File: src/rtl/hybrid_out_stream_pkg.sv
`default_nettype none
// +----------------------------------------------------------------------+
// | hybrid_stream_p : shared sample type and format helpers              |
// | Rev 1.0                                                              |
// +----------------------------------------------------------------------+
package hybrid_stream_p;

   localparam int c_OUT_WIDTH = 14;
   localparam int c_DEF_WIDTH = c_OUT_WIDTH;

   typedef logic [c_DEF_WIDTH-1:0] sample_t;

   function automatic sample_t ob_to_tc(input sample_t x);
      return {~x[c_DEF_WIDTH-1], x[c_DEF_WIDTH-2:0]};
   endfunction

endpackage
`default_nettype wire

File: src/rtl/hybrid_out_stream_sync_fifo.sv
`default_nettype none
// +----------------------------------------------------------------------+
// | sync_fifo : single-clock FIFO with registered show-ahead head word   |
// | Rev 1.0                                                              |
// +----------------------------------------------------------------------+
module sync_fifo
   import hybrid_stream_p::*;
#(
   parameter int WIDTH = c_DEF_WIDTH,
   parameter int DEPTH = 8
) (
   input  logic                     clk,
   input  logic                     rst,
   input  logic                     push,
   input  logic                     pop,
   input  logic [WIDTH-1:0]         wdata,
   output logic [WIDTH-1:0]         rdata,
   output logic                     empty,
   output logic                     full,
   output logic [$clog2(DEPTH):0]   level
);

   localparam int                c_AW   = $clog2(DEPTH);
   localparam logic [c_AW:0]     c_FULL = (c_AW+1)'(DEPTH);

   logic [WIDTH-1:0] r_mem [DEPTH];
   logic [c_AW-1:0]  r_wptr;
   logic [c_AW-1:0]  r_rptr;
   logic [c_AW:0]    r_count;
   logic [WIDTH-1:0] r_head;

   logic w_push_ok;
   logic w_pop_ok;
   logic w_bypass;
   logic w_mem_wr;
   logic w_mem_rd;

   assign empty     = (r_count == '0);
   assign full      = (r_count == c_FULL);
   assign w_pop_ok  = pop & ~empty;
   assign w_push_ok = push & (~full | w_pop_ok);

   // The head register holds the oldest word; the array holds the rest.
   // A push goes straight to the head when it would otherwise be empty.
   assign w_bypass  = w_push_ok & (empty | ((r_count == (c_AW+1)'(1)) & w_pop_ok));
   assign w_mem_wr  = w_push_ok & ~w_bypass;
   assign w_mem_rd  = w_pop_ok & (r_count > (c_AW+1)'(1));

   always_ff @(posedge clk or negedge rst) begin
      if (!rst) begin
         r_wptr  <= '0;
         r_rptr  <= '0;
         r_count <= '0;
         r_head  <= '0;
      end else begin
         if (w_mem_wr) r_wptr <= r_wptr + 1'b1;
         if (w_mem_rd) begin
            r_head <= r_mem[r_rptr];
            r_rptr <= r_rptr + 1'b1;
         end
         if (w_bypass) r_head <= wdata;
         case ({w_push_ok, w_pop_ok})
            2'b10:   r_count <= r_count + 1'b1;
            2'b01:   r_count <= r_count - 1'b1;
            default: r_count <= r_count;
         endcase
      end
   end

   always_ff @(posedge clk) begin
      if (w_mem_wr) r_mem[r_wptr] <= wdata;
   end

   assign rdata = r_head;
   assign level = r_count;

endmodule
`default_nettype wire

File: src/rtl/hybrid_out_stream.sv
`default_nettype none
// +----------------------------------------------------------------------+
// | hybrid_out_stream : filter output sampler, FIFO and ready/valid port |
// | Rev 1.0                                                              |
// +----------------------------------------------------------------------+
module hybrid_out_stream
   import hybrid_stream_p::*;
#(
   parameter int WIDTH     = c_DEF_WIDTH,
   parameter int DEPTH     = 8,
   parameter int TWOS_COMP = 1,
   parameter int CNT_W     = 8
) (
   input  logic                     clk,
   input  logic                     rst,
   input  logic                     ds_tick,
   input  logic [WIDTH-1:0]         in_sample,
   input  logic                     in_valid,
   output logic [WIDTH-1:0]         out_data,
   output logic                     out_valid,
   input  logic                     out_ready,
   output logic [$clog2(DEPTH):0]   level,
   output logic                     overflow,
   output logic [CNT_W-1:0]         drop_count,
   input  logic                     ovf_clr
);

   localparam logic [CNT_W-1:0] c_CNT_MAX = '1;

   logic [WIDTH-1:0] w_wdata;
   logic             w_sample;
   logic             w_pop;
   logic             w_empty;
   logic             w_full;
   logic             w_drop;
   logic             r_overflow;
   logic [CNT_W-1:0] r_drop_cnt;

   generate
      if (TWOS_COMP != 0) begin : g_tc
         if (WIDTH == c_DEF_WIDTH) begin : g_pkg
            assign w_wdata = ob_to_tc(in_sample);
         end else begin : g_generic
            assign w_wdata = {~in_sample[WIDTH-1], in_sample[WIDTH-2:0]};
         end
      end else begin : g_pass
         assign w_wdata = in_sample;
      end
   endgenerate

   assign w_sample = ds_tick & in_valid;
   assign w_pop    = ~w_empty & out_ready;
   // A full FIFO still accepts a sample when the head leaves on the same edge.
   assign w_drop   = w_sample & w_full & ~w_pop;

   sync_fifo #(
      .WIDTH (WIDTH),
      .DEPTH (DEPTH)
   ) u_fifo (
      .clk   (clk),
      .rst   (rst),
      .push  (w_sample),
      .pop   (w_pop),
      .wdata (w_wdata),
      .rdata (out_data),
      .empty (w_empty),
      .full  (w_full),
      .level (level)
   );

   always_ff @(posedge clk or negedge rst) begin
      if (!rst) begin
         r_overflow <= 1'b0;
         r_drop_cnt <= '0;
      end else if (ovf_clr) begin
         r_overflow <= 1'b0;
         r_drop_cnt <= '0;
      end else if (w_drop) begin
         r_overflow <= 1'b1;
         if (r_drop_cnt != c_CNT_MAX) r_drop_cnt <= r_drop_cnt + 1'b1;
      end
   end

   assign out_valid  = ~w_empty;
   assign overflow   = r_overflow;
   assign drop_count = r_drop_cnt;

endmodule
`default_nettype wire

File: config.mk
export PLATFORM = sky130hd
export DESIGN_NAME = hybrid_out_stream
export DESIGN_NICKNAME = d
export VERILOG_FILES = /design/src/rtl/hybrid_out_stream_pkg.sv /design/src/rtl/hybrid_out_stream_sync_fifo.sv /design/src/rtl/hybrid_out_stream.sv
export SDC_FILE = /design/constraint.sdc
export NUM_CORES = 1
export LEC_CHECK = 0
export ABC_AREA = 1
export CORE_UTILIZATION = 58
export CTS_CLUSTER_SIZE = 25
export DETAILED_ROUTE_END_ITERATION = 10
export PLACE_DENSITY = 0.85
export SETUP_SLACK_MARGIN = 0.2
export SYNTH_ARGS = -nofsm -noshare
export SYNTH_HDL_FRONTEND = slang
export SYNTH_SLANG_ARGS = --single-unit
File: constraint.sdc
create_clock -name clk -period 2.9 [get_ports clk]
set_input_delay 0.435 -clock clk [delete_from_list [all_inputs] [get_ports clk]]
set_output_delay 0.435 -clock clk [all_outputs]
set_load 0.02 [all_outputs]
# Word-level counts from Yosys, hierarchy flattened

Memory sizes are Yosys's and may differ from the RTL's.
Index checks and enable logic that the tools add are counted.

Add/sub/neg operators: 5
$mul: 0
Div/mod/pow operators: 0
Order comparisons: 1
Equality and inequality tests: 5
Shift operators: 0
Mux-type cells: 10
Bitwise logic cells: 17
Reductions and logical operators: 6

Operator list:

| cell                                                 | count |
|---|---|
| 2-to-1 mux 14 bit                                    | 2 |
| 2-to-1 mux 8 bit                                     | 3 |
| bitwise AND 1 bit                                    | 10 |
| adder 8 x 1 -> 8 bit (second input constant)         | 1 |
| inequality test 8 bit (second input constant)        | 1 |
| case mux 4 bit (2 select lines)                      | 1 |
| nonzero test 2 bit                                   | 4 |
| adder 3 x 1 -> 3 bit (second input constant)         | 2 |
| NOT 1 bit                                            | 5 |
| adder 4 x 1 -> 4 bit (second input constant)         | 1 |
| equality test 4 x 1 -> 1 bit (second input constant) | 1 |
| equality test 4 bit (second input constant)          | 1 |
| > comparator 4 x 1 -> 1 bit (second input constant)  | 1 |
| zero test 4 bit                                      | 1 |
| 2-to-1 mux 1 bit                                     | 4 |
| subtractor 4 x 1 -> 4 bit (second input constant)    | 1 |
| equality test 2 x 1 -> 1 bit (second input constant) | 1 |
| equality test 2 bit (second input constant)          | 1 |
| bitwise OR 1 bit                                     | 2 |
| AND reduction 2 bit                                  | 1 |

Register bits: 33
Bits in latches: 0
Bits in writable memories: 112
ROM bits: 0
Input bits: 20
Output and inout port bits: 28
Logic and storage cells: 51
Memories kept: 1

Memories:

| name         | depth | bits a word | read ports | clocked after memory_dff | wr ports | line                              | text |
|---|---|---|---|---|---|---|---|
| u_fifo.r_mem | 8     | 14          | 1          | 0                        | 1        | hybrid_out_stream_sync_fifo.sv:26 | `logic [WIDTH-1:0] r_mem [DEPTH];` |

# Logic depth before layout (Yosys ltp)

Depth after elaboration: 11
Gate-level depth with buffers: 12
Mapped depth without buffers: 12

# Hierarchy

A second synthesis with hierarchy kept.

Cells, all modules: 705
Area total of the unflattened synthesis: 6,874.1 um^2

Modules (own cells, without submodules):

| module            | instances | cells an instance | area each (um^2) | sequential area each (um^2) |
|---|---|---|---|---|
| sync_fifo         | 1         | 625               | 6,271.0          | 3,963.8 |
| hybrid_out_stream | 1         | 80                | 603.1            | 225.2 |

# Worst setup path after synthesis

No wires, ideal clock.

Path type: reg2reg
From: register u_fifo.r_count[0] (netlist: u_fifo.level[0])
To: memory u_fifo.r_mem[1][0] in the netlist's numbering (enable)
Setup time: 384 ps
Arrival: 1,996 ps
Slack: 520 ps
Cell stages (with the launch flop): 10
Clock period less this slack: 2,380 ps
Cell sequence: dfrtp_1 -> inv_1 -> ha_1 -> nand2_1 -> inv_1 -> nand2_1 -> nand2_2 -> nor2_4 -> nand2_1 -> nor2_1

Longest elaborated chain between the ends: 11
Elaborated cells on any way between the ends: 16
Those cells by class: eq/ne (2); mux (2); bitwise (11); reduce/logical (1)

Ends and longest elaborated chain:

| element                                               | line                                                                 | text |
|---|---|---|
| start: declaration                                    | hybrid_out_stream_sync_fifo.sv:29                                    | `logic [c_AW:0] r_count;` |
| start signal: assignment                              | hybrid_out_stream_sync_fifo.sv:63                                    | `2'b10: r_count <= r_count + 1'b1;` |
| start signal: assignment                              | hybrid_out_stream_sync_fifo.sv:64                                    | `2'b01: r_count <= r_count - 1'b1;` |
| start signal: assignment                              | hybrid_out_stream_sync_fifo.sv:65                                    | `default: r_count <= r_count;` |
| zero test 4 bit                                       | hybrid_out_stream_sync_fifo.sv:38                                    | `assign empty = (r_count == '0);` |
| NOT 1 bit                                             | hybrid_out_stream_sync_fifo.sv:40, hybrid_out_stream.sv:52           |  |
| bitwise AND 1 bit                                     | hybrid_out_stream.sv:52                                              | `assign w_pop = ~w_empty & out_ready;` |
| bitwise AND 1 bit                                     | hybrid_out_stream_sync_fifo.sv:40                                    | `assign w_pop_ok = pop & ~empty;` |
| bitwise OR 1 bit or bitwise AND 1 bit (tied branches) | hybrid_out_stream_sync_fifo.sv:41, hybrid_out_stream_sync_fifo.sv:45 |  |
| bitwise AND 1 bit or bitwise OR 1 bit (tied branches) | hybrid_out_stream_sync_fifo.sv:41, hybrid_out_stream_sync_fifo.sv:45 |  |
| bitwise AND 1 bit                                     | hybrid_out_stream_sync_fifo.sv:45                                    | `assign w_bypass = w_push_ok & (empty \| ((r_count == (c_AW+1)'(1)) & w_pop_ok));` |
| NOT 1 bit                                             | hybrid_out_stream_sync_fifo.sv:46                                    | `assign w_mem_wr = w_push_ok & ~w_bypass;` |
| bitwise AND 1 bit (*)                                 | hybrid_out_stream_sync_fifo.sv:46                                    |  |
| 2-to-1 mux 1 bit (*)                                  | hybrid_out_stream_sync_fifo.sv:71                                    | `if (w_mem_wr) r_mem[r_wptr] <= wdata;` |
| 2-to-1 mux 1 bit (implied by the code) (*)            | hybrid_out_stream_sync_fifo.sv:71                                    |  |
| end: declaration                                      | hybrid_out_stream_sync_fifo.sv:26                                    |  |

Mark *: on every way between the ends. The rest lies on a longest branch, timed or not.

# Worst setup path after layout

From: register u_fifo.r_count[0] (netlist: u_fifo.level[0])
To: output port out_valid

Longest elaborated chain between the ends: 2

Ends and longest elaborated chain:

| element          | line                              | text |
|---|---|---|
| zero test 4 bit  | hybrid_out_stream_sync_fifo.sv:38 |  |
| NOT 1 bit        | hybrid_out_stream.sv:84           | `assign out_valid = ~w_empty;` |
| end: declaration | hybrid_out_stream.sv:20           | `output logic out_valid,` |

Every way passes these cells.

==> flow_summary.json <==
{
  "rr_worst_depth": 11,
  "synthesis.nets": 610,
  "initial_core_util_pct": 60.28,
  "io_pins": 48,
  "worstSetupStartpointType": "flip-flop",
  "dieArea_um2": 11250,
  "finalCritPeriodShare_pct": 86.32,
  "cts_buffers": 17,
  "cts_buffer_depth": 2,
  "clk-insertion-delay-late_ns": 0.54,
  "p_per_area_nw_per_um2": 969.6,
  "antenna_found_initial": 0,
  "syn-mean-instance-area_um2": 10.75,
  "vias": 4545,
  "arrival_ns": 2.07,
  "drive_gt1_share_pct": 11.76,
  "portBuffers": 47,
  "setup_violations": 0,
  "viasPerCell": 5.746,
  "yosys-top-cells-area": "edfxtp_1 54%, dfrtp_1 13%, nand2_1 9.6%, nand3_1 7.4%, nor2_1 3.3%",
  "grt_pass1_vias": 4467,
  "total_power_uw": 7200,
  "fmax_mhz": 399.5,
  "routedWlPerCell_um": 18.55,
  "clkSlewWorstSetupHoldPaths_ns": 0.06,
  "die_h_um": 106.0,
  "final_nets": 668,
  "root_buffer": "clkbuf_8",
  "r2r_end": "u_fifo.r_mem[6][7]",
  "yosysTopAreaCellShare_pct": 53.57,
  "syn_to_final_growth_pct": 18.27,
  "worst_ep_required_time_ns": 2.47,
  "design_area_um2": 7426,
  "postCtsResizedCells": 0,
  "placed_cell_area_um2": 6883,
  "dp_cells": 758,
  "fp.dieW_um": 106.0,
  "grt_max_degree": 58,
  "clock_skew_ns": 0.006865,
  "async_flop_share_pct": 22.76,
  "fin_crit_ns": 2.503,
  "synthDistinctLibCells": 30,
  "grt_setup_unrepaired": "no",
  "synthCells": 584,
  "whs_ns": 0.5336,
  "synth_seq_cells": 145,
  "worstMarginPinSlew_ns": 0.8312,
  "antenna_left": 0,
  "critPathLaunch": "u_fifo.level[0]",
  "dr.pass1.iters": 7,
  "critPathCaptureType": "output pin",
  "htree_levels": 4,
  "status": "completed",
  "drv_cap": 0,
  "worstSetupEndpoint": "out_valid",
  "vdd.ir_drop.worst_mv": 0.7442,
  "hpwl_um": 9257,
  "ys_warn_count": 0,
  "drc_errors": 0,
  "hold_violations": 0,
  "synth_edf_count": 112,
  "num_rows": 37,
  "overflow": 0,
  "grt_usage_pct": 28.53,
  "core_um2": 10420,
  "max_slew_margin_pct": 44.59,
  "min_path_type": "flip-flop to flip-flop",
  "synth_most_common_cell": "nand2_1",
  "synth_area_um2": 6279,
  "diodes": 0,
  "p_leak_uw": 0.002931,
  "drt_iter0_drc": 456,
  "synthFlopType": "edfxtp_1",
  "crit_type": "flip-flop to output pin",
  "rrSetupSlack_ns": 0.45,
  "tns_ns": 0,
  "grt_pass1_wl_um": 23060,
  "yosysTopAreaCell": "edfxtp_1",
  "cts_tree": "yes",
  "slew_violations": 0,
  "gp_congestion": 0.8902,
  "cp_max_fo": 6,
  "fin_cells": 791,
  "ys_top_cells_by_count": "161 x nand2_1, 112 x edfxtp_1, 93 x nand3_1",
  "rr_startpoint": "u_fifo.level[0]",
  "ys_seq_area_share_pct": 66.72,
  "clock_sinks": 145,
  "totalWireLength_um": 14680
}
per-layer routing:
layer	GRT usage (%)	part of all wire, %	vias up
li1	-	-	2095
met1	34.45	38	2170
met5	0	0	-
met2	47.90	51	237
met3	6.499	7.2	43
met4	15.18	3.6	0
flip-flops by register name, indices dropped and copies added (netlist names):
| signal | flops |
|---|---|
| u_fifo.r_mem | 112 |
| u_fifo.r_wptr | 3 |
| u_fifo.rdata | 14 |
| u_fifo.level | 4 |
| drop_count | 8 |
| overflow | 1 |
| u_fifo.r_rptr | 3 |
what timing repair did:
| action | in CTS | in global routing |
|---|---|---|
| hold buffers | 1 | 0 |
| setup buffers | 0 | 0 |
| endpoints found under the hold margin | 19 | 0 |
worst min-delay path by stage:
stage / from / endpoint / cells past startpoint
floorplan: rst / drop_count[0] / 0
finish: u_fifo.rdata[12] / u_fifo.rdata[12] / 2
global route: overflow / overflow / 2
global placement: overflow / overflow / 2
detailed placement: u_fifo.rdata[12] / u_fifo.rdata[12] / 2
CTS: u_fifo.rdata[12] / u_fifo.rdata[12] / 2
where the power goes:
| group | internal [µW] | switching (µW) | leakage, µW | total, µW |
|---|---|---|---|---|
| logic | 862 | 1610 | 0.00125 | 2470 |
| registers | 2540 | 210 | 0.00143 | 2750 |
| clock network | 1130 | 855 | 0.000255 | 1980 |
| total | 4530 | 2670 | 0.00293 | 7200 |
cell families (layout without fill, tap and decap cells):
kind of cell	after synthesis	in the layout	share of synthesized area, %
buffers and inverters	51	122	4.045
AO/OA/AOI/OAI	41	41	3.607
adder cells (fa/ha/maj)	6	6	1.196
flip-flops	145	145	66.72
XOR/XNOR	9	9	1.256
AND/OR/NAND/NOR	332	332	23.18
area by class of cell:
| class | instances | area, µm² |
|---|---|---|
| Timing Repair Buffer | 64 | 595.6 |
| Clock buffer | 17 | 414.1 |
| Tap cell | 136 | 170.2 |
| Sequential cell | 145 | 4189 |
| Fill cell | 718 | 2990 |
| Multi-Input combinational cell | 388 | 1836 |
| Inverter | 26 | 102.6 |
| Clock inverter | 15 | 118.9 |
metrics by stage:
stage / setup WS (ns) / utilization (%)
detailed placement: 0.3331 / 66.08
floorplan: 0.5200 / -
CTS: 0.3815 / 71.29
finish: 0.3967 / 71.29
global placement: 0.4658 / 66.08
global route: 0.2794 / 71.29
critical path, cell delays in order (launching register included):
cell             delay [ns]
dfrtp_1                0.46
inv_1                  0.09
ha_1                   0.26
nand2_4                0.10
clkdlybuf4s50_1        0.60
cells in the final DEF, fill, tap and decap left out, types with 2 or more instances in the layout:
master and instances:
o21ai_0 30, ha_1 6, o21ai_1 6, clkinv_1 2
nand3_1 93, nor2_2 4, nand2_1 161, dfrtp_1 33
buf_4 16, clkinv_4 2, or2_2 4, clkbuf_16 16
inv_1 20, inv_2 4, clkinvlp_4 4, nand2_2 5
nor2_1 56, clkdlybuf4s50_1 46, edfxtp_1 112, inv_4 2
nor2_4 3, clkinv_2 5, xor2_1 8, nand2_4 3
Power figures use the tool's default switching activity.
